`config.mk`:
```
export PLATFORM = sky130hd
export DESIGN_NAME = uart_rx_cmd_parser
export DESIGN_NICKNAME = d
export VERILOG_FILES = /design/src/rtl/uart_cmd_pkg.sv /design/src/rtl/uart_cmd_match.sv /design/src/rtl/uart_rx_cmd_parser.sv
export SDC_FILE = /design/constraint.sdc
export NUM_CORES = 1
export LEC_CHECK = 0
export CORE_MARGIN = 2
export CORE_UTILIZATION = 55
export DETAILED_ROUTE_END_ITERATION = 8
export GPL_ROUTABILITY_DRIVEN = 0
export PLACE_DENSITY_LB_ADDON = 0.15
export REMOVE_ABC_BUFFERS = 1
export SYNTH_ARGS = -nofsm -noshare
export SYNTH_HDL_FRONTEND = slang
export SYNTH_SLANG_ARGS = --single-unit
```
`constraint.sdc`:
```
create_clock -name clk_3125KHz -period 3.05 [get_ports clk_3125KHz]
set_clock_uncertainty 0.05 [all_clocks]
set_input_delay 0.305 -clock clk_3125KHz [delete_from_list [all_inputs] [get_ports clk_3125KHz]]
set_output_delay 0.305 -clock clk_3125KHz [all_outputs]
set_load 0.1 [all_outputs]
```
`src/rtl/uart_cmd_pkg.sv`:
```
// rtl/uart_cmd_pkg.sv - shared constants, encodings and templates for the UART command parser
package uart_cmd_pkg;

    // ASCII bytes with framing or decoding meaning
    localparam logic [7:0] ASCII_HASH  = 8'h23;
    localparam logic [7:0] ASCII_DASH  = 8'h2D;
    localparam logic [7:0] ASCII_CR    = 8'h0D;
    localparam logic [7:0] ASCII_LF    = 8'h0A;
    localparam logic [7:0] ASCII_ZERO  = 8'h30;
    localparam logic [7:0] ASCII_EIGHT = 8'h38;

    typedef enum logic [1:0] {
        CMD_NONE  = 2'd0,
        CMD_START = 2'd1,
        CMD_STOP  = 2'd2,
        CMD_GOTO  = 2'd3
    } cmd_code_e;

    typedef enum logic [1:0] {
        ST_IDLE    = 2'd0,
        ST_COLLECT = 2'd1,
        ST_DISCARD = 2'd2
    } state_e;

    // Templates are right-aligned: the first character sits in the most significant used byte
    localparam logic [63:0] START_TMPL = 64'("START-");
    localparam logic [63:0] STOP_TMPL  = 64'("STOP-");
    localparam logic [63:0] GOTO_TMPL  = 64'("GOTO-N");

    localparam int START_LEN       = 6;
    localparam int STOP_LEN        = 5;
    localparam int GOTO_PREFIX_LEN = 6;
    localparam int GOTO_LEN        = 8;
    localparam int GOTO_DIGIT_POS  = 6;

endpackage

```
`src/rtl/uart_cmd_match.sv`:
```
// rtl/uart_cmd_match.sv - combinational matcher of a collected frame against the command set
module uart_cmd_match
    import uart_cmd_pkg::*;
#(
    parameter int MAX_LEN = 12,
    parameter int CNT_W   = $clog2(MAX_LEN + 1)
) (
    input  logic [8*MAX_LEN-1:0] buffer,
    input  logic [CNT_W-1:0]     count,
    output logic                 match,
    output logic [1:0]           code,
    output logic [3:0]           node
);

    localparam int BW = 8 * MAX_LEN;

    // Place a right-aligned template into buffer layout (first character in byte 0)
    function automatic logic [BW-1:0] lay_out(input logic [63:0] tmpl, input int len);
        logic [BW-1:0] r;
        r = '0;
        for (int j = 0; j < MAX_LEN; j++) begin
            if (j < len) begin
                r[j*8 +: 8] = tmpl[(len-1-j)*8 +: 8];
            end
        end
        return r;
    endfunction

    // Mask selecting the first len bytes of the buffer
    function automatic logic [BW-1:0] byte_mask(input int len);
        logic [BW-1:0] r;
        r = '0;
        for (int j = 0; j < MAX_LEN; j++) begin
            if (j < len) begin
                r[j*8 +: 8] = 8'hFF;
            end
        end
        return r;
    endfunction

    localparam logic [BW-1:0] START_EXP  = lay_out(START_TMPL, START_LEN);
    localparam logic [BW-1:0] START_MASK = byte_mask(START_LEN);
    localparam logic [BW-1:0] STOP_EXP   = lay_out(STOP_TMPL, STOP_LEN);
    localparam logic [BW-1:0] STOP_MASK  = byte_mask(STOP_LEN);
    localparam logic [BW-1:0] GOTO_EXP   = lay_out(GOTO_TMPL, GOTO_PREFIX_LEN);
    localparam logic [BW-1:0] GOTO_MASK  = byte_mask(GOTO_PREFIX_LEN);

    logic [7:0] digit;
    logic [7:0] last;
    logic       start_hit;
    logic       stop_hit;
    logic       goto_hit;

    assign digit = buffer[GOTO_DIGIT_POS*8 +: 8];
    assign last  = buffer[(GOTO_LEN-1)*8 +: 8];

    assign start_hit = (count == CNT_W'(START_LEN))
                    && (((buffer ^ START_EXP) & START_MASK) == '0);
    assign stop_hit  = (count == CNT_W'(STOP_LEN))
                    && (((buffer ^ STOP_EXP) & STOP_MASK) == '0);
    assign goto_hit  = (count == CNT_W'(GOTO_LEN))
                    && (((buffer ^ GOTO_EXP) & GOTO_MASK) == '0)
                    && (digit >= ASCII_ZERO) && (digit <= ASCII_EIGHT)
                    && (last == ASCII_DASH);

    // Priority is irrelevant since lengths differ; node is the low nibble of the ASCII digit
    always_comb begin
        match = start_hit | stop_hit | goto_hit;
        code  = CMD_NONE;
        node  = 4'd0;
        if (start_hit) begin
            code = CMD_START;
        end else if (stop_hit) begin
            code = CMD_STOP;
        end else if (goto_hit) begin
            code = CMD_GOTO;
            node = digit[3:0];
        end
    end

endmodule

```
`src/rtl/uart_rx_cmd_parser.sv`:
```
// rtl/uart_rx_cmd_parser.sv - assembles '#'-terminated UART frames and decodes host commands
module uart_rx_cmd_parser
    import uart_cmd_pkg::*;
#(
    parameter int MAX_LEN        = 12,
    parameter int TIMEOUT_CYCLES = 3125
) (
    input  logic       clk_3125KHz,
    input  logic       reset,
    input  logic [7:0] rx_msg,
    input  logic       rx_complete,
    output logic       cmd_valid,
    output logic [1:0] cmd_code,
    output logic [3:0] target_node,
    output logic       frame_error,
    output logic       busy
);

    localparam int CNT_W = $clog2(MAX_LEN + 1);
    localparam int TMR_W = $clog2(TIMEOUT_CYCLES + 1);

    state_e               state;
    logic [CNT_W-1:0]     count;
    logic [TMR_W-1:0]     timer;
    logic [8*MAX_LEN-1:0] buffer;

    logic       is_hash;
    logic       is_crlf;
    logic       store_en;
    logic       timeout_hit;
    logic       m_match;
    logic [1:0] m_code;
    logic [3:0] m_node;

    assign is_hash     = (rx_msg == ASCII_HASH);
    assign is_crlf     = (rx_msg == ASCII_CR) || (rx_msg == ASCII_LF);
    assign timeout_hit = (timer == TMR_W'(TIMEOUT_CYCLES - 1));

    // count is always 0 in IDLE, so the first byte of a frame lands in byte 0
    assign store_en = rx_complete && !is_hash
                   && (((state == ST_IDLE) && !is_crlf)
                    || ((state == ST_COLLECT) && (count < CNT_W'(MAX_LEN))));

    uart_cmd_match #(
        .MAX_LEN (MAX_LEN),
        .CNT_W   (CNT_W)
    ) u_match (
        .buffer (buffer),
        .count  (count),
        .match  (m_match),
        .code   (m_code),
        .node   (m_node)
    );

    // Frame byte storage; never cleared, validity is tracked by count alone
    always_ff @(posedge clk_3125KHz) begin
        if (store_en) begin
            buffer[count*8 +: 8] <= rx_msg;
        end
    end

    // Frame state machine with registered pulses, held command outputs and idle timeout
    always_ff @(posedge clk_3125KHz) begin
        if (reset) begin
            state       <= ST_IDLE;
            count       <= '0;
            timer       <= '0;
            cmd_valid   <= 1'b0;
            cmd_code    <= CMD_NONE;
            target_node <= 4'd0;
            frame_error <= 1'b0;
            busy        <= 1'b0;
        end else begin
            cmd_valid   <= 1'b0;
            frame_error <= 1'b0;
            case (state)
                ST_IDLE: begin
                    timer <= '0;
                    if (rx_complete) begin
                        if (is_hash) begin
                            frame_error <= 1'b1;
                        end else if (!is_crlf) begin
                            count <= CNT_W'(1);
                            state <= ST_COLLECT;
                            busy  <= 1'b1;
                        end
                    end
                end
                ST_COLLECT: begin
                    if (rx_complete) begin
                        timer <= '0;
                        if (is_hash) begin
                            if (m_match) begin
                                cmd_valid <= 1'b1;
                                cmd_code  <= m_code;
                                if (m_code == CMD_GOTO) begin
                                    target_node <= m_node;
                                end
                            end else begin
                                frame_error <= 1'b1;
                            end
                            count <= '0;
                            state <= ST_IDLE;
                            busy  <= 1'b0;
                        end else if (count < CNT_W'(MAX_LEN)) begin
                            count <= count + CNT_W'(1);
                        end else begin
                            state <= ST_DISCARD;
                        end
                    end else if (timeout_hit) begin
                        frame_error <= 1'b1;
                        timer       <= '0;
                        count       <= '0;
                        state       <= ST_IDLE;
                        busy        <= 1'b0;
                    end else begin
                        timer <= timer + TMR_W'(1);
                    end
                end
                ST_DISCARD: begin
                    if (rx_complete) begin
                        timer <= '0;
                        if (is_hash) begin
                            frame_error <= 1'b1;
                            count       <= '0;
                            state       <= ST_IDLE;
                            busy        <= 1'b0;
                        end
                    end else if (timeout_hit) begin
                        frame_error <= 1'b1;
                        timer       <= '0;
                        count       <= '0;
                        state       <= ST_IDLE;
                        busy        <= 1'b0;
                    end else begin
                        timer <= timer + TMR_W'(1);
                    end
                end
                default: begin
                    timer <= '0;
                    count <= '0;
                    state <= ST_IDLE;
                    busy  <= 1'b0;
                end
            endcase
        end
    end

endmodule

```
==> results of run 1 <==
==> sequential cells by signal, indices dropped and copies added (netlist names) <==
register     cells
timer           12
frame_error      1
cmd_valid        1
target_node      4
state            2
busy             1
cmd_code         2
buffer          64
count            4
==> path summary, 6_finish.rpt <==
check                           slack [ns]                       end  cells past startpoint                      from
worst max-delay path                  0.34      buffer[36]$_DFFE_PP_                      8     count[2]$_SDFFE_PP0P_
worst min-delay path                  0.44  cmd_code[0]$_SDFFE_PP0P_                      2  cmd_code[0]$_SDFFE_PP0P_
worst max register to register        0.34      buffer[36]$_DFFE_PP_                      8     count[2]$_SDFFE_PP0P_
worst min register to register        0.44  cmd_code[0]$_SDFFE_PP0P_                      2  cmd_code[0]$_SDFFE_PP0P_
==> tightest hold or removal path, delay by kind of cell (launching register included) <==
family | cells | cell delay, ns
flops | 1 | 0.33
compound gates | 2 | 0.12
==> layout make-up <==
cell class | count | area [sq um]
inverter | 16 | 60.06
sequential | 91 | 2462
multi-input combinational | 271 | 1713
fill | 630 | 2758
clock inverter | 7 | 67.56
timing repair buffer | 34 | 295.3
clock buffer | 9 | 123.9
tap | 102 | 127.6
==> cells by family (layout without fill, tap and decap cells) <==
| kind of cell | count (synthesis) | in the layout | synth area share, % |
|---|---|---|---|
| mux | 4 | 4 | 0.9404 |
| compound gates | 38 | 38 | 6.260 |
| simple gates | 207 | 207 | 27.53 |
| xor+xnor | 11 | 11 | 2.263 |
| flops | 91 | 91 | 57.83 |
| buf+inv | 22 | 66 | 1.939 |
| fa+ha+maj | 11 | 11 | 3.232 |
==> layout by cell type, fill, tap and decap left out, drive strengths merged, types with 13 or more instances in the layout <==
cell | Yosys | final
inv | 16 | 17
buf | 0 | 18
nor2 | 65 | 65
dfxtp | 27 | 27
and2 | 33 | 33
nor3 | 13 | 13
nand3 | 15 | 15
clkdlybuf4s50 | 0 | 16
nand2 | 22 | 22
edfxtp | 64 | 64
==> per-stage QoR <==
step | std cells | setup slack [ns] | hold slack, ns | cell area [sq um]
2_1_floorplan | 378 | 0.4131 | 0.3241 | 4235
3_3_place_gp | 514 | 0.3218 | 0.4094 | 4658
3_5_place_dp | 514 | 0.2346 | 0.4094 | 4658
4_1_cts | 530 | 0.3757 | 0.4317 | 4850
5_1_grt | 530 | 0.1226 | 0.4566 | 4850
6_report | 530 | 0.3441 | 0.4395 | 4850
==> per-layer routing <==
metal  global-route usage, %  wire [um]  vias up
met4                   10.70        223        0
met2                   36.83       4470      109
li1                        -          -     1470
met5                       0          0        -
met3                   3.944        579       16
met1                   33.79       4325     1509
==> power breakdown <==
group	switching (mW)	total [mW]	leakage (nW)	internal, mW
logic	0.174	0.263	0.765	0.0891
registers	0.00876	1.34	0.827	1.33
clock network	0.423	0.800	0.0993	0.377
total	0.606	2.40	1.69	1.80
==> metrics.cfg, run 1 <==
[floorplanning]
initial_core_util_pct = 55.97
die_area_sq_um = 8461
ios = 20
core_area_sq_um = 7607
core.rowCount = 32
die_x_um = 91.99
fp.dieH_um = 91.99

[synth]
synthFlopType = edfxtp_1
synth_edf_count = 64
synth_area_leaders = edfxtp_1 45%, dfxtp_1 13%, nor2_1 5.7%, and2_1 4.8%, ha_1 3.2%
yosysTopAreaCellShare_pct = 45.14
synthCells = 384
yosys-top-cells-count = 65 x nor2_1, 64 x edfxtp_1, 33 x and2_1, 27 x dfxtp_1, 22 x nand2_1
mappedNetlistArea_sq_um = 4258
synth.most_common_cell = nor2_1
ys_async_sr_fraction_pct = 0
synth_seq_area_share_pct = 57.83
yosys_warnings = 0
synth_top_area_cell = edfxtp_1
ys_seq_elements = 91
syn_area_per_cell_sq_um = 11.09
yosys.cell_types.count = 52

[cells_and_area]
n_antenna_cell = 0
area_growth_pct = 13.90
drive_gt1_share_pct = 9.813
nNetsFinal = 445
final_util_pct = 63.75

[clocking]
cts.repair.resized = 0
cts_made_buffers = 9
postCtsSetupBuffers = 0
clkTransAtPathRegs_ns = 0.08
htreeDepth = 3
cts_tree = done
worstSkewPairLatency_ns = 0.36
cts_sinks = 91
root_buffer = clkbuf_8
holdBufCountCts = 0
cts_buffer_depth = 2

[sta]
worst_pin_slew_ns = 0.9694
drv_slew = 0
post-route-min-period_ns = 2.706
setup_tns_ns = 0
slew_headroom_pct = 35.17
hold_viol_final = 0
max_freq_mhz = 369.6
setup_violations = 0
rsz0062_at_grt = false
period_share_pct = 88.72

[critical_path]
cp_data_required_time_ns = 3.02
crit_path_top_delay_cell = dfxtp_1
cpPeakStageDelay_ns = 0.52
crit_buf_inv = 2
crit_path_start_kind = flip-flop
critPathCaptureType = flip-flop
critPathTopFamily = simple AND/OR/NAND/NOR gates
arrival_ns = 2.68
crit_type = reg2reg
path_max_fanout = 10
critPathMostFrequentCell = inv_1
path_cells = inv_1, nand3_1, inv_1, ha_1, nor2b_1, nand2_1, nor2_1, and3_1

[pwr]
finalPower_mw = 2.402
powerDensity_nw_per_um2 = 495.2
irDropWorstVdd_v = 0.0002176
leakage_nw = 1.691

[route]
vias_per_cell = 5.857
routedWlPerCell_um = 18.11
dr_total_vias = 3104
route.detailed.drc = 0
drtIter0Drc = 207
routed_wl_um = 9599
first_pass_iters = 4
antenna_left = 0

[outcome]
status = complete, no violations

[global_route]
grt_usage_pct = 23.99
overflow = 0
grt_pass1_vias = 2982
antenna_found_initial = 0
grt_max_degree = 19
grt_pass1_wl_um = 15280

[run]
maxCapViolations = 0

[placement]
place_hpwl_um = 6934
io_buffers = 19

[hold_path]
hold_path.class = reg2reg

(Power assumes the default switching activity.)
==> run 2, diff against run 1 <==
Settings changed: CAP_MARGIN set to 20, CTS_CLUSTER_SIZE set to 30.
Clock period 3.05 ns to 2.94 ns, I/O delays scaled along.
==> run 2 against run 1 <==
  * Critical endpoint is now buffer[17]$_DFFE_PP_
  * Design area rose by 1.0%
  * Sequential share of layout area is 0.52 points lower
  * Sequential power is 4% higher
  * Worst setup slack gained 0.10 ns
  * Hold slack got worse by 0.0084 ns
  * Sequential cell count is the same
  * Global-route usage down 0.36 points
  * Via count is 0.32% lower
  * Combinational power rose by 3%
  * Non-clock buffer count rose by 3
  * Largest cell class unchanged
  * Register-to-register slack gained 0.15 ns
  * Total power up 10%
  * Highest routed layer unchanged
==> metrics.cfg, run 2 (same netlist as run 1, synthesis figures left out) <==
[global_route]
grt_max_degree = 15  ; was 19
grt_pass1_vias = 3058  ; was 2982
grt_usage_pct = 23.63  ; was 23.99%
grt_pass1_wl_um = 15210  ; was 15280 um
overflow = 0  ; unchanged
antenna_found_initial = 0  ; unchanged

[floorplanning]
core.rowCount = 32  ; unchanged
die_area_sq_um = 8461  ; unchanged
ios = 20  ; unchanged
die_x_um = 91.99  ; unchanged
fp.dieH_um = 91.99  ; unchanged
initial_core_util_pct = 55.97  ; unchanged
core_area_sq_um = 7607  ; unchanged

[critical_path]
crit_type = in2reg  ; was reg2reg
reg2reg_slack_ns = 0.49  ; was 0.34 ns
cp_data_required_time_ns = 2.92  ; was 3.02 ns
arrival_ns = 2.47  ; was 2.68 ns
path_max_fanout = 8  ; was 10
critPathCaptureType = flip-flop  ; unchanged
reg2reg_depth = 8  ; unchanged
r2r_end = buffer[37]$_DFFE_PP_  ; was buffer[36]$_DFFE_PP_
crit_path_start_kind = input pin  ; was flip-flop
r2r-start = count[1]$_SDFFE_PP0P_  ; was count[2]$_SDFFE_PP0P_

[cells_and_area]
most-common-layout-cells = 65 x nor2_1, 64 x edfxtp_1, 33 x and2_1  ; unchanged
mostFrequentLayoutCell = nor2_1  ; unchanged
top_regs = buffer x64, timer x12  ; unchanged
multi_input_area_sq_um = 1713  ; unchanged
seqCellArea_sq_um = 2462  ; unchanged
area_growth_pct = 15.07  ; was 13.90%
largest_register_ffs = 64  ; unchanged
nFillCells = 609  ; was 630
final_util_pct = 64.41  ; was 63.75%
fin_cells = 533  ; was 530
n_antenna_cell = 0  ; unchanged
drive_gt1_share_pct = 11.14  ; was 9.813%
nNetsFinal = 448  ; was 445
top_register = buffer  ; unchanged

[clocking]
worstSkewPairLatency_ns = 0.36  ; about the same
holdBufCountCts = 0  ; unchanged
clkTransAtPathRegs_ns = 0.09  ; was 0.08 ns
root_buffer = clkbuf_8  ; unchanged
htreeDepth = 3  ; unchanged
cts_buffer_depth = 2  ; unchanged
cts.repair.resized = 0  ; unchanged
postCtsSetupBuffers = 0  ; unchanged
cts_tree = done  ; unchanged
cts_made_buffers = 9  ; unchanged
cts_sinks = 91  ; unchanged

[pwr]
powerDensity_nw_per_um2 = 540.8  ; was 495.2 nW/um^2
irDropWorstVdd_v = 0.0002921  ; was 0.0002176 V
leakage_nw = 1.732  ; was 1.691 nW

[route]
vias_per_cell = 5.805  ; was 5.857
antenna_left = 0  ; unchanged
routed_wl_um = 9280  ; was 9599 um
route.detailed.drc = 0  ; unchanged
dr_total_vias = 3094  ; was 3104
drtIter0Drc = 199  ; was 207
routedWlPerCell_um = 17.41  ; was 18.11 um
first_pass_iters = 5  ; was 4

[sta]
setup_violations = 0  ; unchanged
period_share_pct = 84.76
drv_slew = 0  ; unchanged
setup_tns_ns = 0  ; unchanged
slew_headroom_pct = 52.09  ; was 35.17%
rsz0062_at_grt = false  ; unchanged
post-route-min-period_ns = 2.492
hold_viol_final = 0  ; unchanged
worst_pin_slew_ns = 0.7089  ; was 0.9694 ns
max_freq_mhz = 401.3

[hold_path]
holdPathStages = 2  ; unchanged
worstHoldStart = cmd_code[0]$_SDFFE_PP0P_  ; unchanged
hold_path.class = reg2reg  ; unchanged
hold-path-endpoint = cmd_code[0]$_SDFFE_PP0P_  ; unchanged

[placement]
placed_cells = 517  ; was 514
io_buffers = 19  ; unchanged
place_hpwl_um = 6957  ; was 6934 um

[outcome]
status = complete, no violations  ; unchanged

[run]
maxCapViolations = 0  ; unchanged

[run 2: cell count changes in the layout (fill, tap and decap cells not counted), sizes merged]
cell | before | now
clkinvlp | 1 | 0
clkdlybuf4s50 | 16 | 10
clkinv | 4 | 1
bufinv | 1 | 3
buf | 18 | 27
clkbuf | 9 | 12
inv | 17 | 16
[run 2: metal layers]
metal | track usage (%) | vias to the layer above | wire length (um)
li1 | - | 1477 | -
met1 | 32.42 | 1484 | 4080
met2 | 37.38 | 115 | 4414
met3 | 3.944 | 18 | 569
met4 | 10.07 | 0 | 214
met5 | 0 | - | 0
[run 2: critical path, cell delays in order]
cell and delay [ns]:
clkdlybuf4s50_1 0.62, and3b_1 0.22, o21ai_1 0.21, a21boi_1 0.12, o31a_1 0.34, nor2_1 0.24
and3_1 0.42
[run 2: report_power, final]
part / total (mW) / internal [mW] / switching [mW]
Clock: 0.989 / 0.568 / 0.421
Combinational: 0.272 / 0.0930 / 0.179
Sequential: 1.39 / 1.38 / 0.00922
[run 2: cell type report]
| cell class | count | share of cell area, % |
|---|---|---|
| Tap cell | 102 | 2.605 |
| Clock inverter | 4 | 2.017 |
| Clock buffer | 12 | 2.758 |
| Timing Repair Buffer | 37 | 6.180 |
| Inverter | 16 | 1.226 |
| Multi-Input combinational cell | 271 | 34.96 |
| Sequential cell | 91 | 50.26 |
[run 2: metrics by stage]
stage | worst slack (ns) | hold slack, ns | area, sq um | power (mW)
CTS | 0.4754 | 0.4363 | 4900 | 2.664
floorplan | 0.3031 | 0.3131 | 4235 | 1.575
global route | 0.2242 | 0.4516 | 4900 | 2.747
global placement | 0.2117 | 0.4056 | 4666 | 1.683
finish | 0.4482 | 0.4311 | 4900 | 2.650
detailed placement | 0.1194 | 0.4172 | 4666 | 1.685
[run 2: worst max path at each step]
stage	end	start
after CTS	target_node[3]$_SDFFE_PP0P_	buffer[60]$_DFFE_PP_
after global placement	buffer[33]$_DFFE_PP_	rx_msg[1]
after detailed placement	buffer[34]$_DFFE_PP_	rx_msg[1]
after global routing	buffer[37]$_DFFE_PP_	count[1]$_SDFFE_PP0P_
after floorplan	buffer[0]$_DFFE_PP_	count[0]$_SDFFE_PP0P_
final	buffer[17]$_DFFE_PP_	rx_msg[1]
==> run 3, diff against run 2 <==
Settings changed: CORE_UTILIZATION 55 to 54.
Clock period 2.94 ns to 2.25 ns, I/O delays scaled along.
==> run 3 against run 2 <==
  * Combinational power is 53% higher
  * Wire length is 6.8% higher
  * Design area is 6.4% higher
  * Critical endpoint is now target_node[3]$_SDFFE_PP0P_
  * Largest cell class unchanged
==> metrics.cfg, run 3 (same netlist as run 1, synthesis figures left out) <==
[pwr]
finalPower_mw = 3.293  ; was 2.650 mW
irDropWorstVdd_v = 0.0002967  ; was 0.0002921 V
leakage_nw = 1.920  ; was 1.732 nW
powerDensity_nw_per_um2 = 631.4  ; was 540.8 nW/um^2

[critical_path]
crit_buf_inv = 0  ; was 1
path_max_fanout = 4  ; was 8
critPathCaptureType = flip-flop  ; unchanged
cpPeakStageDelay_ns = 0.54  ; was 0.62 ns
cp_data_required_time_ns = 2.45  ; was 2.92 ns
crit_path_top_delay_cell = or4b_4  ; was clkdlybuf4s50_1
critPathTopFamily = simple AND/OR/NAND/NOR gates  ; unchanged
crit_type = reg2reg  ; was in2reg
arrival_ns = 2.44  ; was 2.47 ns
crit_path_start_kind = flip-flop  ; was input pin
path_cells = or4b_4, or4_4, nor4_4, nand3_2, mux2i_1, nor2_1  ; was clkdlybuf4s50_1, and3b_1, o21ai_1, a21boi_1, o31a_1, nor2_1, and3_1

[hold_path]
hold_path.class = reg2reg  ; unchanged

[cells_and_area]
nNetsFinal = 487  ; was 448
n_antenna_cell = 0  ; unchanged
most-common-layout-cells = 66 x buf_4, 64 x nor2_1, 64 x edfxtp_1  ; was 65 x nor2_1, 64 x edfxtp_1, 33 x and2_1
fin_cells = 572  ; was 533
final_util_pct = 67.84  ; was 64.41%
top_register = buffer  ; unchanged
nFillCells = 613  ; was 609
top_regs = buffer x64, timer x12  ; unchanged
mostFrequentLayoutCell = buf_4  ; was nor2_1
largest_register_ffs = 64  ; unchanged
drive_gt1_share_pct = 21.06  ; was 11.14%
area_growth_pct = 22.48  ; was 15.07%

[placement]
placed_cells = 555  ; was 517
io_buffers = 19  ; unchanged
place_hpwl_um = 7407  ; was 6957 um

[route]
first_pass_iters = 5  ; unchanged
drtIter0Drc = 238  ; was 199
routedWlPerCell_um = 17.33  ; was 17.41 um
route.detailed.drc = 0  ; unchanged
antenna_left = 0  ; unchanged
vias_per_cell = 5.668  ; was 5.805
dr_total_vias = 3242  ; was 3094
routed_wl_um = 9914  ; was 9280 um

[global_route]
grt_pass1_wl_um = 15950  ; was 15210 um
overflow = 0  ; unchanged
antenna_found_initial = 0  ; unchanged
grt_usage_pct = 24.47  ; was 23.63%
grt_max_degree = 18  ; was 15
grt_pass1_vias = 3292  ; was 3058

[clocking]
cts_made_buffers = 9  ; unchanged
cts_buffer_depth = 2  ; unchanged
cts_sinks = 91  ; unchanged
holdBufCountCts = 0  ; unchanged
worstSkewPairLatency_ns = 0.36  ; about the same
htreeDepth = 3  ; unchanged
cts_tree = done  ; unchanged
clkTransAtPathRegs_ns = 0.09  ; about the same
root_buffer = clkbuf_8  ; unchanged

[sta]
rsz0062_at_grt = true  ; was false
period_share_pct = 99.76
max_freq_mhz = 445.5
slew_headroom_pct = 66.89  ; was 52.09%
setup_violations = 0  ; unchanged
worst_pin_slew_ns = 0.4952  ; was 0.7089 ns
setup_tns_ns = 0  ; unchanged
post-route-min-period_ns = 2.245
hold_viol_final = 0  ; unchanged
drv_slew = 0  ; unchanged

[floorplanning]
core.rowCount = 32  ; unchanged
core_area_sq_um = 7687  ; was 7607 sq um
initial_core_util_pct = 55.39  ; was 55.97%
ios = 20  ; unchanged
fp.dieH_um = 92.80  ; was 91.99 um
die_x_um = 92.80  ; was 91.99 um
die_area_sq_um = 8611  ; was 8461 sq um

[run]
maxCapViolations = 0  ; unchanged

[outcome]
status = complete, no violations  ; unchanged

-- run 3: cell types whose count changed in the layout (fill, tap and decap cells not counted), sizes merged --
| cell | previous run | this run |
|---|---|---|
| bufinv | 3 | 1 |
| clkbuf | 12 | 10 |
| buf | 27 | 66 |
| clkinvlp | 0 | 2 |
| clkinv | 1 | 3 |
-- run 3: where the power goes --
| group | leakage (nW) | internal (mW) | total (mW) | switching (mW) |
|---|---|---|---|---|
| logic | 1.01 | 0.170 | 0.416 | 0.246 |
| clock network | 0.0850 | 0.503 | 1.06 | 0.557 |
| registers | 0.827 | 1.80 | 1.82 | 0.0134 |
-- run 3: final cells by class --
cell class,instances,area (sq um),area share (%)
tap,102,127.6,2.447
sequential,91,2464,47.24
inverter,16,60.06,1.152
timing repair buffer,76,595.6,11.42
multi-input combinational,271,1784,34.21
clock buffer,10,127.6,2.447
clock inverter,6,56.30,1.080
-- run 3: metal layers --
layer,share of wire [%],global-route usage [%]
met1,45,32.53
met3,5.0,4.068
met4,2.3,11.15
met5,0,0
met2,47,39.43
-- run 3: through the flow --
step | hold slack [ns] | setup WS [ns] | area (sq um)
2_1_floorplan | 0.2441 | -0.3869 | 4235
3_3_place_gp | 0.4052 | -0.1672 | 4951
3_5_place_dp | 0.4200 | -0.1934 | 4951
4_1_cts | 0.4405 | -0.01308 | 5164
5_1_grt | 0.4562 | -0.07887 | 5215
6_report | 0.4380 | 0.005428 | 5215
-- run 3: worst paths after layout --
path	from	end	slack (ns)	cells past startpoint
max	buffer[62]$_DFFE_PP_	target_node[3]$_SDFFE_PP0P_	0.005	6
min	timer[0]$_SDFF_PP0_	timer[0]$_SDFF_PP0_	0.44	1
min reg2reg	timer[0]$_SDFF_PP0_	timer[0]$_SDFF_PP0_	0.44	1
max reg2reg	buffer[62]$_DFFE_PP_	target_node[3]$_SDFFE_PP0P_	0.005	6
-- run 3: timing repair --
action | CTS | global route
pin swaps | 7 | 7
setup endpoints to repair | 6 | 53
gates resized for setup | 4 | 10
gates cloned | 0 | 0
buffers inserted | 1 | 0
